[src/rtl/mem_port_arbiter.sv]
// Shares one single-port synchronous memory between the fetch and load/store ports.
// Data port has priority. A starvation counter forces a fetch grant after STARVE_LIMIT data wins.
module mem_port_arbiter #(
  parameter int unsigned ADDR_WIDTH   = 10,
  parameter int unsigned DATA_WIDTH   = 16,
  parameter int unsigned STARVE_LIMIT = 3
) (
  input  logic                  clock,
  input  logic                  rst,
  input  logic                  if_req,
  input  logic [ADDR_WIDTH-1:0] if_addr,
  output logic                  if_ack,
  output logic [DATA_WIDTH-1:0] if_rdata,
  input  logic                  ls_req,
  input  logic                  ls_we,
  input  logic [ADDR_WIDTH-1:0] ls_addr,
  input  logic [DATA_WIDTH-1:0] ls_wdata,
  output logic                  ls_ack,
  output logic [DATA_WIDTH-1:0] ls_rdata,
  output logic                  mem_en,
  output logic                  mem_we,
  output logic [ADDR_WIDTH-1:0] mem_addr,
  output logic [DATA_WIDTH-1:0] mem_wdata,
  input  logic [DATA_WIDTH-1:0] mem_rdata,
  output logic                  busy
);

  localparam int unsigned CNT_W = $clog2(STARVE_LIMIT + 1);

  typedef enum logic [1:0] {IDLE, ISSUE, WAIT, RESP} state_e;

  state_e                state_q, state_d;
  logic                  owner_ls_q, owner_ls_d;
  logic [ADDR_WIDTH-1:0] addr_q, addr_d;
  logic                  we_q, we_d;
  logic [DATA_WIDTH-1:0] wdata_q, wdata_d;
  logic [CNT_W-1:0]      starve_q, starve_d;
  logic [DATA_WIDTH-1:0] if_rdata_q, if_rdata_d;
  logic [DATA_WIDTH-1:0] ls_rdata_q, ls_rdata_d;
  logic                  if_ack_q, if_ack_d;
  logic                  ls_ack_q, ls_ack_d;
  logic                  mem_en_q, mem_en_d;
  logic                  mem_we_q, mem_we_d;
  logic [ADDR_WIDTH-1:0] mem_addr_q, mem_addr_d;
  logic [DATA_WIDTH-1:0] mem_wdata_q, mem_wdata_d;
  logic                  busy_q, busy_d;
  logic                  starved;
  logic                  grant_ls;

  assign starved  = if_req && (starve_q == CNT_W'(STARVE_LIMIT));
  assign grant_ls = ls_req && !starved;

  // Next-state and next-output logic; outputs are computed for the state being entered.
  always_comb begin
    state_d     = state_q;
    owner_ls_d  = owner_ls_q;
    addr_d      = addr_q;
    we_d        = we_q;
    wdata_d     = wdata_q;
    starve_d    = starve_q;
    if_rdata_d  = if_rdata_q;
    ls_rdata_d  = ls_rdata_q;
    if_ack_d    = 1'b0;
    ls_ack_d    = 1'b0;
    mem_en_d    = 1'b0;
    mem_we_d    = 1'b0;
    mem_addr_d  = '0;
    mem_wdata_d = '0;
    busy_d      = 1'b0;

    unique case (state_q)
      IDLE: begin
        if (if_req || ls_req) begin
          owner_ls_d = grant_ls;
          addr_d     = grant_ls ? ls_addr : if_addr;
          we_d       = grant_ls && ls_we;
          wdata_d    = grant_ls ? ls_wdata : '0;
          if (grant_ls && if_req) begin
            if (starve_q != CNT_W'(STARVE_LIMIT)) starve_d = starve_q + CNT_W'(1);
          end else begin
            starve_d = '0;
          end
          state_d     = ISSUE;
          mem_en_d    = 1'b1;
          mem_we_d    = we_d;
          mem_addr_d  = addr_d;
          mem_wdata_d = wdata_d;
          busy_d      = 1'b1;
        end
      end
      ISSUE: begin
        state_d = WAIT;
        busy_d  = 1'b1;
      end
      WAIT: begin
        // Read data arrives one cycle after the strobe; stores leave rdata untouched.
        if (!we_q) begin
          if (owner_ls_q) ls_rdata_d = mem_rdata;
          else            if_rdata_d = mem_rdata;
        end
        state_d  = RESP;
        ls_ack_d = owner_ls_q;
        if_ack_d = !owner_ls_q;
        busy_d   = 1'b1;
      end
      RESP: begin
        state_d = IDLE;
      end
      default: state_d = IDLE;
    endcase
  end

  always_ff @(posedge clock) begin
    if (rst) begin
      state_q     <= IDLE;
      owner_ls_q  <= 1'b0;
      addr_q      <= '0;
      we_q        <= 1'b0;
      wdata_q     <= '0;
      starve_q    <= '0;
      if_rdata_q  <= '0;
      ls_rdata_q  <= '0;
      if_ack_q    <= 1'b0;
      ls_ack_q    <= 1'b0;
      mem_en_q    <= 1'b0;
      mem_we_q    <= 1'b0;
      mem_addr_q  <= '0;
      mem_wdata_q <= '0;
      busy_q      <= 1'b0;
    end else begin
      state_q     <= state_d;
      owner_ls_q  <= owner_ls_d;
      addr_q      <= addr_d;
      we_q        <= we_d;
      wdata_q     <= wdata_d;
      starve_q    <= starve_d;
      if_rdata_q  <= if_rdata_d;
      ls_rdata_q  <= ls_rdata_d;
      if_ack_q    <= if_ack_d;
      ls_ack_q    <= ls_ack_d;
      mem_en_q    <= mem_en_d;
      mem_we_q    <= mem_we_d;
      mem_addr_q  <= mem_addr_d;
      mem_wdata_q <= mem_wdata_d;
      busy_q      <= busy_d;
    end
  end

  assign if_ack    = if_ack_q;
  assign ls_ack    = ls_ack_q;
  assign if_rdata  = if_rdata_q;
  assign ls_rdata  = ls_rdata_q;
  assign mem_en    = mem_en_q;
  assign mem_we    = mem_we_q;
  assign mem_addr  = mem_addr_q;
  assign mem_wdata = mem_wdata_q;
  assign busy      = busy_q;

endmodule

[config.mk]
export PLATFORM = sky130hd
export DESIGN_NAME = mem_port_arbiter
export DESIGN_NICKNAME = d
export VERILOG_FILES = /design/src/rtl/mem_port_arbiter.sv
export SDC_FILE = /design/constraint.sdc
export NUM_CORES = 1
export LEC_CHECK = 0
export ABC_AREA = 1
export CAP_MARGIN = 20
export CORE_MARGIN = 10
export CORE_UTILIZATION = 37
export CTS_CLUSTER_DIAMETER = 30
export DETAILED_ROUTE_END_ITERATION = 12
export HOLD_SLACK_MARGIN = 0.1
export PLACE_DENSITY = 0.76
export SYNTH_ARGS = -nofsm -noshare
export SYNTH_HDL_FRONTEND = slang
export SYNTH_SLANG_ARGS = --single-unit
[constraint.sdc]
create_clock -name clock -period 1.3 [get_ports clock]
set_clock_uncertainty 0.1 [all_clocks]
set_input_delay 0.195 -clock clock [delete_from_list [all_inputs] [get_ports clock]]
set_output_delay 0.195 -clock clock [all_outputs]
set_load 0.05 [all_outputs]
==> summary by stage, run 1 <==
GRT
The global routing met3 resource utilization is 0.0898. The global routing's busiest layer is met2. The via count of the first global-routing pass came to 2,706. For met1 alone, demand over resource in global routing was 0.158. For this run, global-route usage on met2 was measured as 0.248.

The initial antenna violation count is 0. After global routing the overflow that remains totals 0. The first global-routing pass estimated 13,500 µm of wire.

The pin count of the biggest net entering global routing is 20. For this run, the total global-route usage over all layers was measured as 0.153.

Logic synthesis
After synthesis, the cell types taking the most area are dfxtp_1, nor2_1, nand2_1. The synthesized flop and latch total is 69. The async set or reset register ratio after synthesis is 0. The distinct cell type count of the synthesized netlist is 22. Of the synthesized area, sequential elements account for 0.525. By instance count, the leading cell after synthesis is nor2_1. The biggest area consumer among synthesized cells is dfxtp_1. Yosys mapped a number of flops with a built-in enable equal to 0. For this run, the number of Yosys warnings is 0.

The number of nets handed over by synthesis was 399. The average cell area after synthesis is 7.81 µm². The post-synth design cell area is 2630 µm². In the synthesized netlist the dominant register cell turns out to be dfxtp_1. The number of cells produced by synthesis is 337. In the synthesized netlist, the cells that appear most often are nor2_1, dfxtp_1, nand2_1. Of the post-synthesis cell area, the dominant cell type holds 0.525.

Critical path
The arrival time of the worst setup path is 1490 ps. The type of origin of the critical path is a flip-flop. The highest fanout seen on the critical path is 16. The largest individual stage delay along the critical path comes from the cell dfxtp_2.

The type of the worst setup path is reg -> reg. On the worst path, the slowest cell contributes a delay of 340 ps. The signal on the critical path passes through inv_4 -> ha_4 -> inv_4 -> nor3_4 -> buf_12 -> nor2_1 -> nor2_1. The data required time at the worst endpoint is 1480 ps.

The critical path capture point type is a flip-flop.

Finish
The share of final-layout standard cells stronger than drive strength 1 is 0.266. The repair_antennas step left the layout with diodes totalling 0. The layout net count is 536. The filler cell count in the final layout is 504. From synthesis to final layout, the design area changed by 87.9%.

Clock network
The clock reaches the later pin of the worst-skew pair after 340 ps. The clock drives 69 sinks. The number of buffers inserted for hold repair after clock tree synthesis is 0. The number of buffers inserted during clock tree synthesis is 9. CTS built an H-tree with a depth of 3. Clock-pin slew was measured on the worst setup and hold paths at 70 ps. The clock passes through at most 2 buffers. The master cell of the clock root buffer is clkbuf_8. TritonCTS built the clock tree.

Pwr
The power per cell area is 1680 nW/µm². The total design power is 0.00833 W. The worst IR drop on VDD is 1080 µV.

The reported leakage power is 2.12 nW.

Route
Across all layers, the routed design uses 2,605 vias. The post-detailed-routing wire length is 8380 µm. The number of vias per cell after detailed routing is 4.55. In the routed design, unresolved DRC markers number 0. The wire length per cell is 14.6 µm. The post-detailed-route count of antenna-violating nets is 0. The violation count after the first detailed-routing iteration is 37. The first TritonRoute pass finished after 4 iterations.

Min path
In this run the worst hold path is classified as in -> reg.

Outcome
The flow ran to the end, but the final reports show violations. The checks that failed: setup timing.

STA
The minimum period implied by the final worst setup slack is 1320 ps. The tightest slew margin relative to the limit is 0.797. Dividing the final minimum period by the clock period gives 1.01. The total count of max-transition violations in the final report is 0. The accumulated negative setup slack is -74.3 ps. The total of endpoints with negative setup slack in the final report is 7.

The maximum clock rate is 759 MHz. At the pin with the least slew margin, the transition time is 303 ps. In the post-route analysis, the smallest setup slack over all paths is -18.1 ps. The count of endpoints failing hold in the final timing report is 0. Setup repair after global routing could not meet its margin everywhere.

Floorplan
The x dimension of the die is 104 µm. The vertical die dimension is 104 µm. The number of placement rows is 30. The starting density of the core is 0.383. The count of boundary I/O pins is 120. The area enclosed by the die boundary is 10,900 µm². The placeable core area is 6870 µm².

Placement
The global placement routability congestion is 0.845. The minimum setup slack after placement is -143 ps. The half-perimeter wire length of the detailed placement result is 6590 µm.

The count of buffers from port buffering is 119.

Run
The max capacitance violation total is 0.
worst paths after layout:
path	startpoint	slack, ps	depth (start not counted)	to
worst max-delay path	state_q[0]	-20	7	if_rdata[15]
worst min register to register	ls_rdata[8]	400	2	ls_rdata[8]
worst min-delay path	ls_wdata[9]	280	3	mem_wdata[9]
worst max register to register	state_q[0]	-20	7	if_rdata[15]
kinds of logic (layout without fill, tap and decap cells):
| kind of cell | count (synthesis) | after routing | synth area share |
|---|---|---|---|
| compound gates | 22 | 22 | 0.0418 |
| buf+inv | 55 | 195 | 0.0912 |
| flops | 69 | 69 | 0.525 |
| simple gates | 186 | 186 | 0.318 |
| fa+ha+maj | 5 | 5 | 0.0238 |
power breakdown:
group / internal (W) / switching [W] / total, W
Sequential: 0.00249 / 0.000362 / 0.00285
Clock: 0.000662 / 0.000746 / 0.00141
Combinational: 0.00194 / 0.00213 / 0.00407
Total: 0.00510 / 0.00324 / 0.00833
through the flow:
step                      hold WS, ps   util  cells  cell area (µm²)
after global placement            389  0.682    554             4690
final                             277  0.720    573             4950
after floorplan                   207      -    337             2660
after detailed placement          392  0.682    554             4690
after global routing              265  0.720    573             4950
after CTS                         261  0.711    570             4880
flip-flops by register name, indices dropped and copies added, names as in the netlist:
name        cells
busy            1
starve_q        2
if_ack          1
ls_ack          1
mem_addr       10
mem_we          1
mem_wdata      16
ls_rdata       16
if_rdata       16
mem_en          1
we_q            1
state_q         2
owner_ls_q      1
layer usage:
layer	vias to the layer above	wire length (µm)
li1	1323	-
met4	0	157
met1	1172	3260
met5	-	0
met3	11	958
met2	99	4000
layout make-up:
class                      instances  area [µm²]  area share
inverter                          38         150      0.0304
sequential                        69        1390       0.281
timing repair buffer             143        2060       0.416
clock inverter                     3        15.0     0.00304
multi-input combinational        213        1080       0.219
tap                               96         120      0.0243
clock buffer                      11         131      0.0266
timing repair:
item,CTS,global route
setup endpoints to repair,61,64
gates cloned,1,0
buffers inserted,1,3
gates resized for setup,14,14
pin swaps,2,5
worst max-delay path, delay by kind of cell (launching register included):
| family | cells | cell delay [ps] |
|---|---|---|
| DFF | 1 | 340 |
| and+or+nand+nor | 3 | 340 |
| buffers and inverters | 3 | 300 |
| adders and majority gates | 1 | 180 |
cell usage in the layout (no fill, tap or decap), types with 6 or more instances in the layout:
cell,synthesis,routed
nand4_1,18,18
clkdlybuf4s50_1,0,56
buf_12,0,67
nand3b_1,16,16
inv_1,37,32
nor2_2,1,6
buf_4,6,18
clkbuf_8,0,9
nor2_1,79,73
a21oi_1,17,17
nand2_1,62,60
dfxtp_1,69,65
Note: power is estimated with default switching activity, not from simulation.
==> run 2, diff against run 1 <==
--- a/config.mk
+++ b/config.mk
@@ -12,6 +12,7 @@
 export CTS_CLUSTER_DIAMETER = 30
 export DETAILED_ROUTE_END_ITERATION = 12
 export HOLD_SLACK_MARGIN = 0.1
+export MAX_ROUTING_LAYER = met4
 export PLACE_DENSITY = 0.76
 export SYNTH_ARGS = -nofsm -noshare
 export SYNTH_HDL_FRONTEND = slang
==> run 2 against run 1 <==
The flow still finishes with violations (setup timing). Final cell count is the same. Global-route usage increased by 0.45 points. Sequential cell count is the same. Fmax rose by 0.10%. Combinational power is essentially flat. Core utilization unchanged. Total power is essentially flat. Register-to-register slack about the same. Critical endpoint unchanged.
==> summary by stage, run 2 (synthesis gave the netlist of run 1 again) <==
Clock network
The sink count of the clock tree was 69 (unchanged). The master cell of the clock root buffer is clkbuf_8 (unchanged). The clock-pin slew reported for the worst setup and hold paths after clock tree synthesis is 70 ps (about the same). The TritonCTS clock tree is built (unchanged). The insertion delay to the later sink of the worst-skew pair is 340 ps (about the same).

The maximum count of clock buffers along a single path is 2 (unchanged). The number of H-tree levels is 3 (unchanged). The number of buffers inserted during clock tree synthesis was 9 (unchanged).

Pwr
The power per cell area is 1690 nW/µm² (was 1680 nW/µm²). The total design power came to 0.00833 W (about the same). The worst IR drop on VDD is 1080 µV (about the same).

The reported leakage power was 2.12 nW (unchanged).

STA
The accumulated negative setup slack came to -65.8 ps (was -74.3 ps). The final clock period utilization by the worst path is 1.01 (about the same). The total of endpoints with negative setup slack in the final report is 7 (unchanged). The transition at the pin with the smallest max-transition slack is 304 ps (was 303 ps). The tightest slew margin relative to the limit is 0.797 (about the same). The maximum clock rate is 759 MHz (about the same). The minimum period implied by the final worst setup slack came to 1320 ps (about the same). The worst-case setup margin in the final layout is -16.8 ps (was -18.1 ps).

The total count of max-transition violations in the final report came to 0 (unchanged). The count of endpoints failing hold in the final timing report is 0 (unchanged). RSZ-0062 raised after global routing: yes (unchanged).

Floorplan
The count of boundary I/O pins is 120 (unchanged). The x dimension of the die was 104 µm (unchanged). The area enclosed by the die boundary is 10,900 µm² (unchanged).

The placeable core area is 6870 µm² (unchanged). The starting density of the core is 0.383 (unchanged). The number of placement rows is 30 (unchanged). The vertical die dimension is 104 µm (unchanged).

Outcome
Result of the run: finished with violations (unchanged). Failing checks: setup timing (unchanged).

Critical path
The arrival time of the worst setup path came to 1500 ps (was 1490 ps). The highest fanout seen on the critical path is 16 (unchanged). The critical path capture point type was a flip-flop (unchanged).

The data required time at the worst endpoint is 1480 ps (about the same). The type of origin of the critical path is a flip-flop (unchanged). The type of the worst setup path is reg -> reg (unchanged).

Route
The DRC violation count after routing is 0 (unchanged). The number of vias per cell after detailed routing is 4.57 (was 4.55). The first-pass iteration count of the detailed router was 4 (unchanged). The post-detailed-routing wire length is 8380 µm (about the same). The wire length per cell is 14.6 µm (about the same). The violation count after the first detailed-routing iteration is 53 (was 37).

The post-detailed-route count of antenna-violating nets is 0 (unchanged). The count of vias placed by the detailed router is 2,616 (was 2,605).

Finish
The layout net count is 536 (unchanged). The layout overhead on the synthesized area is 87.9% (unchanged). Highest-count cells in the layout ignoring fill and taps: nor2_1, buf_12, dfxtp_1 (unchanged). The count of inserted antenna diode cells came to 0 (unchanged). The share of final-layout standard cells stronger than drive strength 1 is 0.266 (unchanged). The most frequent standard cell in the layout excluding fill and tap cells is nor2_1 (unchanged).

GRT
The total congestion overflow is 0 (unchanged). The via count of the first global-routing pass is 2,712 (was 2,706). The initial antenna violation count came to 0 (unchanged). The first-pass GRT wire length is 13,500 µm (about the same). The overall routing resource usage is 0.158 (was 0.153). The pin count of the biggest net entering global routing was 20 (unchanged).

Placement
The half-perimeter wire length of the detailed placement result came to 6590 µm (unchanged). The count of buffers from port buffering is 119 (unchanged). The global placement routability congestion is 0.858 (was 0.845).

Run
The max capacitance violation total is 0 (unchanged).

Min path
The worst hold-check path type is in -> reg (unchanged).
-- run 2: cell counts in the layout (fill, tap and decap cells not counted) --
Identical to the previous run, type by type.
-- run 2: timing repair --
action,CTS,global route
buffers inserted,1,3
hold buffers,0,0
gates resized for setup,14,14
cloned,1,0
setup endpoints to repair,61,64
pin swaps,2,5
-- run 2: path summary, 6_finish.rpt --
kind | startpoint | end | slack (ps) | cells after the start
worst max-delay path | state_q[0] | if_rdata[15] | -20 | 7
worst min-delay path | ls_wdata[9] | mem_wdata[9] | 270 | 3
worst max register to register | state_q[0] | if_rdata[15] | -20 | 7
worst min register to register | ls_rdata[1] | ls_rdata[1] | 400 | 2
-- run 2: power by group --
group	switching, W	internal, W	total [W]
clock network	0.000755	0.000662	0.00142
registers	0.000360	0.00249	0.00285
logic	0.00213	0.00194	0.00407
total	0.00324	0.00509	0.00833
-- run 2: stage by stage --
step | area [µm²] | setup slack (ps) | std cells | hold slack, ps | utilization
2_1_floorplan | 2660 | -91.7 | 337 | 207 | -
4_1_cts | 4880 | -24.0 | 570 | 261 | 0.711
6_report | 4950 | -16.8 | 573 | 270 | 0.720
3_5_place_dp | 4690 | -143 | 554 | 392 | 0.682
5_1_grt | 4950 | -112 | 573 | 266 | 0.720
3_3_place_gp | 4690 | -105 | 554 | 389 | 0.682
-- run 2: area by class of cell --
cell class                 count  area [µm²]
clock buffer                  11         131
clock inverter                 3        15.0
fill                         504        1920
inverter                      38         150
multi-input combinational    213        1080
sequential                    69        1390
tap                           96         120
timing repair buffer         143        2060
-- run 2: critical path: stages (launching register included) --
cell	delay [ps]
dfxtp_2	340
inv_4	80
ha_4	180
inv_4	50
nor3_4	200
buf_12	170
nor2_1	50
nor2_1	90
-- run 2: per-layer routing --
metal	track usage	wire length, µm
met3	0.0682	747
met5	-	0
met4	0.0755	189
met1	0.167	3480
met2	0.248	3960
